[src/rtl/muldiv_sequencer_if.sv]
// Handshake and result bundle between the E/D pipeline stages and the
// iterative multiply/divide sequencer.
interface muldiv_sequencer_if #(
  parameter int WIDTH = 32
);
  logic             StartE;
  logic [1:0]       MulDivOpE;
  logic [WIDTH-1:0] SrcAE;
  logic [WIDTH-1:0] SrcBE;
  logic             MulDivD;
  logic             HiLoReadD;
  logic [WIDTH-1:0] Hi;
  logic [WIDTH-1:0] Lo;
  logic             Busy;
  logic             StallMD;
  logic             DoneM;

  modport master (
    output StartE, MulDivOpE, SrcAE, SrcBE, MulDivD, HiLoReadD,
    input  Hi, Lo, Busy, StallMD, DoneM
  );

  modport slave (
    input  StartE, MulDivOpE, SrcAE, SrcBE, MulDivD, HiLoReadD,
    output Hi, Lo, Busy, StallMD, DoneM
  );
endinterface

[src/rtl/muldiv_sequencer.sv]
// Iterative 32-bit MULT/MULTU/DIV/DIVU engine with HI/LO registers. Runs on
// magnitudes one bit per cycle, then fixes up signs in a final FIX cycle.
module muldiv_sequencer #(
  parameter int WIDTH = 32,
  parameter int CNTW  = 6
) (
  input logic               clk,
  input logic               reset,
  muldiv_sequencer_if.slave bus
);

  typedef enum logic [1:0] {
    IDLE = 2'd0,
    MUL  = 2'd1,
    DIV  = 2'd2,
    FIX  = 2'd3
  } stateT;

  function automatic logic [WIDTH-1:0] negW(input logic [WIDTH-1:0] x);
    return (~x) + WIDTH'(1);
  endfunction

  function automatic logic [2*WIDTH-1:0] neg2W(input logic [2*WIDTH-1:0] x);
    return (~x) + (2*WIDTH)'(1);
  endfunction

  stateT            stateR, nextState;
  logic [CNTW-1:0]  countR;
  logic [WIDTH:0]   accR;        // product high half, or partial remainder
  logic [WIDTH-1:0] lowR;        // multiplier, or dividend/quotient
  logic [WIDTH-1:0] opBR;        // multiplicand, or divisor
  logic             signAR, signBR, divOpR, doneR;
  logic [WIDTH-1:0] hiR, loR;

  logic             signedOp, divZero, lastIter, remGe;
  logic [WIDTH-1:0] magA, magB, quoFix, remFix;
  logic [WIDTH:0]   mulSum, remShift, remDiff;
  logic [2*WIDTH-1:0] product, productFix;

  // Operand magnitudes, per-iteration arithmetic and final sign fix-up
  always_comb begin
    signedOp   = ~bus.MulDivOpE[0];
    magA       = (signedOp & bus.SrcAE[WIDTH-1]) ? negW(bus.SrcAE) : bus.SrcAE;
    magB       = (signedOp & bus.SrcBE[WIDTH-1]) ? negW(bus.SrcBE) : bus.SrcBE;
    divZero    = bus.MulDivOpE[1] & (bus.SrcBE == {WIDTH{1'b0}});
    lastIter   = (countR == CNTW'(WIDTH - 1));
    mulSum     = accR + (lowR[0] ? {1'b0, opBR} : {(WIDTH+1){1'b0}});
    remShift   = {accR[WIDTH-1:0], lowR[WIDTH-1]};
    remDiff    = remShift - {1'b0, opBR};
    remGe      = (remShift >= {1'b0, opBR});
    product    = {accR[WIDTH-1:0], lowR};
    productFix = (signAR ^ signBR) ? neg2W(product) : product;
    quoFix     = (signAR ^ signBR) ? negW(lowR) : lowR;
    remFix     = signAR ? negW(accR[WIDTH-1:0]) : accR[WIDTH-1:0];
  end

  // Next-state logic
  always_comb begin
    nextState = stateR;
    case (stateR)
      IDLE: begin
        if (bus.StartE) begin
          if (bus.MulDivOpE[1]) begin
            nextState = divZero ? IDLE : DIV;
          end else begin
            nextState = MUL;
          end
        end else begin
          nextState = IDLE;
        end
      end
      MUL:     nextState = lastIter ? FIX : MUL;
      DIV:     nextState = lastIter ? FIX : DIV;
      FIX:     nextState = IDLE;
      default: nextState = IDLE;
    endcase
  end

  // State register
  always_ff @(posedge clk or posedge reset) begin
    if (reset) begin
      stateR <= IDLE;
    end else begin
      stateR <= nextState;
    end
  end

  // Datapath, HI/LO and completion pulse
  always_ff @(posedge clk or posedge reset) begin
    if (reset) begin
      countR <= {CNTW{1'b0}};
      accR   <= {(WIDTH+1){1'b0}};
      lowR   <= {WIDTH{1'b0}};
      opBR   <= {WIDTH{1'b0}};
      signAR <= 1'b0;
      signBR <= 1'b0;
      divOpR <= 1'b0;
      hiR    <= {WIDTH{1'b0}};
      loR    <= {WIDTH{1'b0}};
      doneR  <= 1'b0;
    end else begin
      doneR <= 1'b0;
      case (stateR)
        IDLE: begin
          if (bus.StartE) begin
            countR <= {CNTW{1'b0}};
            accR   <= {(WIDTH+1){1'b0}};
            signAR <= signedOp & bus.SrcAE[WIDTH-1];
            signBR <= signedOp & bus.SrcBE[WIDTH-1];
            divOpR <= bus.MulDivOpE[1];
            lowR   <= bus.MulDivOpE[1] ? magA : magB;
            opBR   <= bus.MulDivOpE[1] ? magB : magA;
            // Divide by zero finishes immediately with a defined result
            if (divZero) begin
              loR   <= {WIDTH{1'b1}};
              hiR   <= bus.SrcAE;
              doneR <= 1'b1;
            end
          end
        end
        MUL: begin
          accR   <= {1'b0, mulSum[WIDTH:1]};
          lowR   <= {mulSum[0], lowR[WIDTH-1:1]};
          countR <= countR + CNTW'(1);
        end
        DIV: begin
          accR   <= remGe ? remDiff : remShift;
          lowR   <= {lowR[WIDTH-2:0], remGe};
          countR <= countR + CNTW'(1);
        end
        FIX: begin
          if (divOpR) begin
            loR <= quoFix;
            hiR <= remFix;
          end else begin
            {hiR, loR} <= productFix;
          end
          doneR <= 1'b1;
        end
        default: doneR <= 1'b0;
      endcase
    end
  end

  assign bus.Hi      = hiR;
  assign bus.Lo      = loR;
  assign bus.DoneM   = doneR;
  assign bus.Busy    = (stateR != IDLE);
  assign bus.StallMD = bus.Busy & (bus.MulDivD | bus.HiLoReadD);

endmodule

[src/flat_wrapper.sv]
// flat-port wrapper written by rule: the top's interface ports become plain ports
module muldiv_sequencer_flat 
#(
  parameter int WIDTH = 32,
  parameter int CNTW  = 6
)
  (clk, reset, bus_StartE, bus_MulDivOpE, bus_SrcAE, bus_SrcBE, bus_MulDivD, bus_HiLoReadD, bus_Hi, bus_Lo, bus_Busy, bus_StallMD, bus_DoneM);
  muldiv_sequencer_if #(.WIDTH(WIDTH)) bus_i ();
  input logic clk;
  input logic reset;
  input wire logic [$bits(bus_i.StartE)-1:0] bus_StartE;
  input wire logic [$bits(bus_i.MulDivOpE)-1:0] bus_MulDivOpE;
  input wire logic [$bits(bus_i.SrcAE)-1:0] bus_SrcAE;
  input wire logic [$bits(bus_i.SrcBE)-1:0] bus_SrcBE;
  input wire logic [$bits(bus_i.MulDivD)-1:0] bus_MulDivD;
  input wire logic [$bits(bus_i.HiLoReadD)-1:0] bus_HiLoReadD;
  output wire logic [$bits(bus_i.Hi)-1:0] bus_Hi;
  output wire logic [$bits(bus_i.Lo)-1:0] bus_Lo;
  output wire logic [$bits(bus_i.Busy)-1:0] bus_Busy;
  output wire logic [$bits(bus_i.StallMD)-1:0] bus_StallMD;
  output wire logic [$bits(bus_i.DoneM)-1:0] bus_DoneM;
  assign bus_i.StartE = bus_StartE;
  assign bus_i.MulDivOpE = bus_MulDivOpE;
  assign bus_i.SrcAE = bus_SrcAE;
  assign bus_i.SrcBE = bus_SrcBE;
  assign bus_i.MulDivD = bus_MulDivD;
  assign bus_i.HiLoReadD = bus_HiLoReadD;
  assign bus_Hi = bus_i.Hi;
  assign bus_Lo = bus_i.Lo;
  assign bus_Busy = bus_i.Busy;
  assign bus_StallMD = bus_i.StallMD;
  assign bus_DoneM = bus_i.DoneM;
  muldiv_sequencer #(.WIDTH(WIDTH), .CNTW(CNTW)) u_core (.clk(clk), .reset(reset), .bus(bus_i));
endmodule
[config.mk]
export PLATFORM = sky130hd
export DESIGN_NAME = muldiv_sequencer_flat
export DESIGN_NICKNAME = d
export VERILOG_FILES = /design/src/rtl/muldiv_sequencer_if.sv /design/src/rtl/muldiv_sequencer.sv /design/src/flat_wrapper.sv
export SDC_FILE = /design/constraint.sdc
export NUM_CORES = 1
export LEC_CHECK = 0
export BUFFER_PORTS_ARGS = -buffer_cell sky130_fd_sc_hd__buf_2
export CORE_AREA = 2 2 194 196
export CTS_BUF_LIST = sky130_fd_sc_hd__clkbuf_4 sky130_fd_sc_hd__clkbuf_8 sky130_fd_sc_hd__clkbuf_16
export CTS_CLUSTER_DIAMETER = 200
export DETAILED_ROUTE_END_ITERATION = 8
export DIE_AREA = 0 0 196 198
export SKIP_CTS_REPAIR_TIMING = 1
export SLEW_MARGIN = 15
export SYNTH_ARGS = -nofsm -noshare
export SYNTH_HDL_FRONTEND = slang
export SYNTH_SLANG_ARGS = --single-unit
export TNS_END_PERCENT = 10
[constraint.sdc]
create_clock -name clk -period 11.3 [get_ports clk]
set_input_delay 1.13 -clock clk [delete_from_list [all_inputs] [get_ports clk]]
set_output_delay 1.13 -clock clk [all_outputs]
set_load 0.02 [all_outputs]
==> out/metrics.yaml <==
overflow: 0
grt_pass1_vias: 13150
grt_setup_unrepaired: "no"
drv_slew: 0
p_int_mw: 2.10
cp.arrival_ns: 4.49
start_util_pct: 39.4
worst_path_largest_cell_delay_ns: 0.47
vias: 13858
gp_congestion: 0.941
ys_seq_area_share_pct: 29.7
routed_via_density: 5.73
start_kind: "register"
synthMuxAreaShare_pct: 2.29
cts_tree: "yes"
synthAdderAreaFrac_pct: 6.63
ys_warn_count: 0
drtIter0Drc: 1193
p_seq_share_pct: 27.3
synth_ff_type: "dfrtp_1"
min_path_type: "reg -> reg"
p_sw_mw: 2.01
tightestPinTransition_ns: 1.30
drc_errors: 0
path_max_fanout: 30
drive_gt1_share_pct: 11.6
grt_pass1_wl_microns: 75400
cts_buffers: 17
cap_violations: 0
die_w_microns: 196
cp.required_ns: 11.64
synth_top_family_by_area: "compound AO/OA/AOI/OAI gates"
fp.coreArea_sq_mm: 0.0370
grt_max_degree: 67
die_area_sq_mm: 0.0388
drt_wl_total_microns: 49000
synth_async_sr_flop_share_pct: 100
antenna_found_initial: 2
syn_area_sq_mm: 0.0146
pwr-share-comb_pct: 56.5
finalHoldViolations: 0
avgSynthCellArea_sq_um: 7.82
cts_root_buffer: "clkbuf_16"
ctsHtreeMaxLevel: 4
setup_viol: 0
post_drt_wl_per_cell_microns: 20.3
ys_ff_latch: 173
run_status: "completed"
yosys.area.top_type: "dfrtp_1"
relSlewSlack_pct: 13.1
cts_buffer_depth: 2
synthDistinctLibCells: 78
setup_tns_ns: 0
ys_top_cells_by_area: "dfrtp_1 (30%), o21ai_0 (6.5%), ha_1 (6.4%)"
power.share.clock_pct: 16.2
synth-simple-area-share_pct: 19.1
power.total_mw: 4.10
crit_slowest_cell: "dfrtp_1"
synth_compound_area_share_pct: 26.6
final_cell_mix: "nor2_1 (236), o21ai_0 (190), nand2_1 (189)"
p_leak_nw: 7.24
p_sw_share_pct: 48.9
synth_fp_nets: 2009
peakVddDrop_uv: 116
hpwl_microns: 37800
power_density_mw_per_mm2: 253
synth-xor-area-share_pct: 10.8
nets: 2079
ff_latch_area_sq_mm: 0.00433
synth-edff-count: 0
num_io_pins: 138
timing.final.crit_share_pct: 36.7
worstSkewPairLatency_ns: 0.45
layout_commonest_cell: "nor2_1"
filler_cell_count: 3709
synth_top_area_share_pct: 29.7
cp_cell_sequence: "inv_1 > buf_4 > nor2_1 > ha_1 > a211oi_1 > nor2_1 > o31ai_1 > o21ai_0 > a21o_1 > a31o_2 > a221o_1 > a21oi_1 > xnor2_1 > a221o_1"
multiInputGateArea_sq_mm: 0.00955
period_needed_ns: 4.15
grtUsageTotal_pct: 25.1
drtPass1Iterations: 7
num_rows: 71
cp-end-kind: "register"
clkTransAtPathRegs_ns: 0.07
critical_path_class: "reg -> reg"
synth_cells: 1862
cts_sinks: 173
antenna_left: 0
numPortBuffers: 137
die_h_microns: 198
area_growth_pct: 11.4
max_freq_mhz: 241
skew_ns: 0.0157
sequential cells by signal (all words and copies together) (netlist names):
signal            cells
u_core.accR          33
u_core.bus.Hi        32
u_core.bus.Lo        32
u_core.lowR          32
u_core.opBR          32
u_core.countR         6
u_core.stateR         2
u_core.bus.DoneM      1
u_core.divOpR         1
u_core.signAR         1
u_core.signBR         1
metal layers:
metal / GRT usage [%] / vias to the layer above / share of wire, %
li1: - / 6805 / -
met1: 33.6 / 6561 / 45
met2: 42.1 / 416 / 47
met3: 2.54 / 74 / 4.9
met4: 9.03 / 2 / 3.3
met5: 0 / - / 0.035
final cells by class:
| cell class | instances | area share, % |
|---|---|---|
| timing repair buffer | 157 | 5.15 |
| clock inverter | 11 | 1.18 |
| multi-input combinational | 1510 | 58.9 |
| clock buffer | 19 | 2.75 |
| tap | 474 | 3.65 |
| sequential | 173 | 26.7 |
| antenna | 1 | 0.0154 |
| inverter | 73 | 1.72 |
worst paths after layout:
check,start,endpoint,slack (ns),depth (start not counted)
worst min-delay path,u_core.bus.Hi[11],u_core.bus.Hi[11],0.49,2
worst max register to register,u_core.lowR[0],u_core.accR[28],7.15,14
min in group asynchronous,reset,u_core.bus.Lo[4],0.73,2
max in group asynchronous,reset,u_core.accR[31],9.37,3
worst min register to register,u_core.bus.Hi[11],u_core.bus.Hi[11],0.49,2
worst max-delay path,u_core.lowR[0],u_core.accR[28],7.15,14
worst max-delay path: cells and delay by family, from the launching register on:
| family | cells | cell delay [ns] |
|---|---|---|
| AOI/OAI and AO/OA | 8 | 2.38 |
| xor gates and xnor gates | 1 | 0.08 |
| adders and majority gates | 1 | 0.25 |
| buffers and inverters | 2 | 0.65 |
| DFF | 1 | 0.47 |
| and+or+nand+nor | 2 | 0.20 |
cells in the mapped netlist, drive strengths merged, types with 43 or more instances:
cell type,number
nor2,237
o21ai,196
nand2,190
dfrtp,173
a21oi,152
xnor2,92
xor2,87
clkbuf,79
ha,74
inv,73
a31oi,50
a21o,43
power groups by stage:
stage / Sequential (mW) / Combinational (mW) / Clock (mW)
after floorplan: 1.15 / 1.58 / 0
after global placement: 1.12 / 2.27 / 0
after detailed placement: 1.12 / 2.28 / 0
after CTS: 1.12 / 2.30 / 0.667
after global routing: 1.16 / 2.56 / 0.691
final: 1.12 / 2.32 / 0.663
kinds of logic (layout without fill, tap and decap cells):
| kind of cell | after synthesis | in the layout |
|---|---|---|
| fa+ha+maj | 76 | 76 |
| xor+xnor | 179 | 179 |
| compound gates | 617 | 617 |
| simple gates | 605 | 605 |
| mux | 33 | 33 |
| buf+inv | 179 | 260 |
| other cells | 0 | 1 |
| flops | 173 | 173 |
stage by stage:
stage / util, % / cells / worst slack, ns / area, sq um / hold slack (ns)
after CTS: 43.9 / 2417 / 7.17 / 16200 / 0.487
after global placement: 42.2 / 2387 / 6.97 / 15600 / 0.462
final: 43.9 / 2418 / 7.15 / 16200 / 0.485
after floorplan: - / 1862 / 5.48 / 14600 / 0.450
after detailed placement: 42.2 / 2387 / 6.89 / 15600 / 0.468
after global routing: 43.9 / 2418 / 6.83 / 16200 / 0.501
Power figures use the tool's default switching activity.
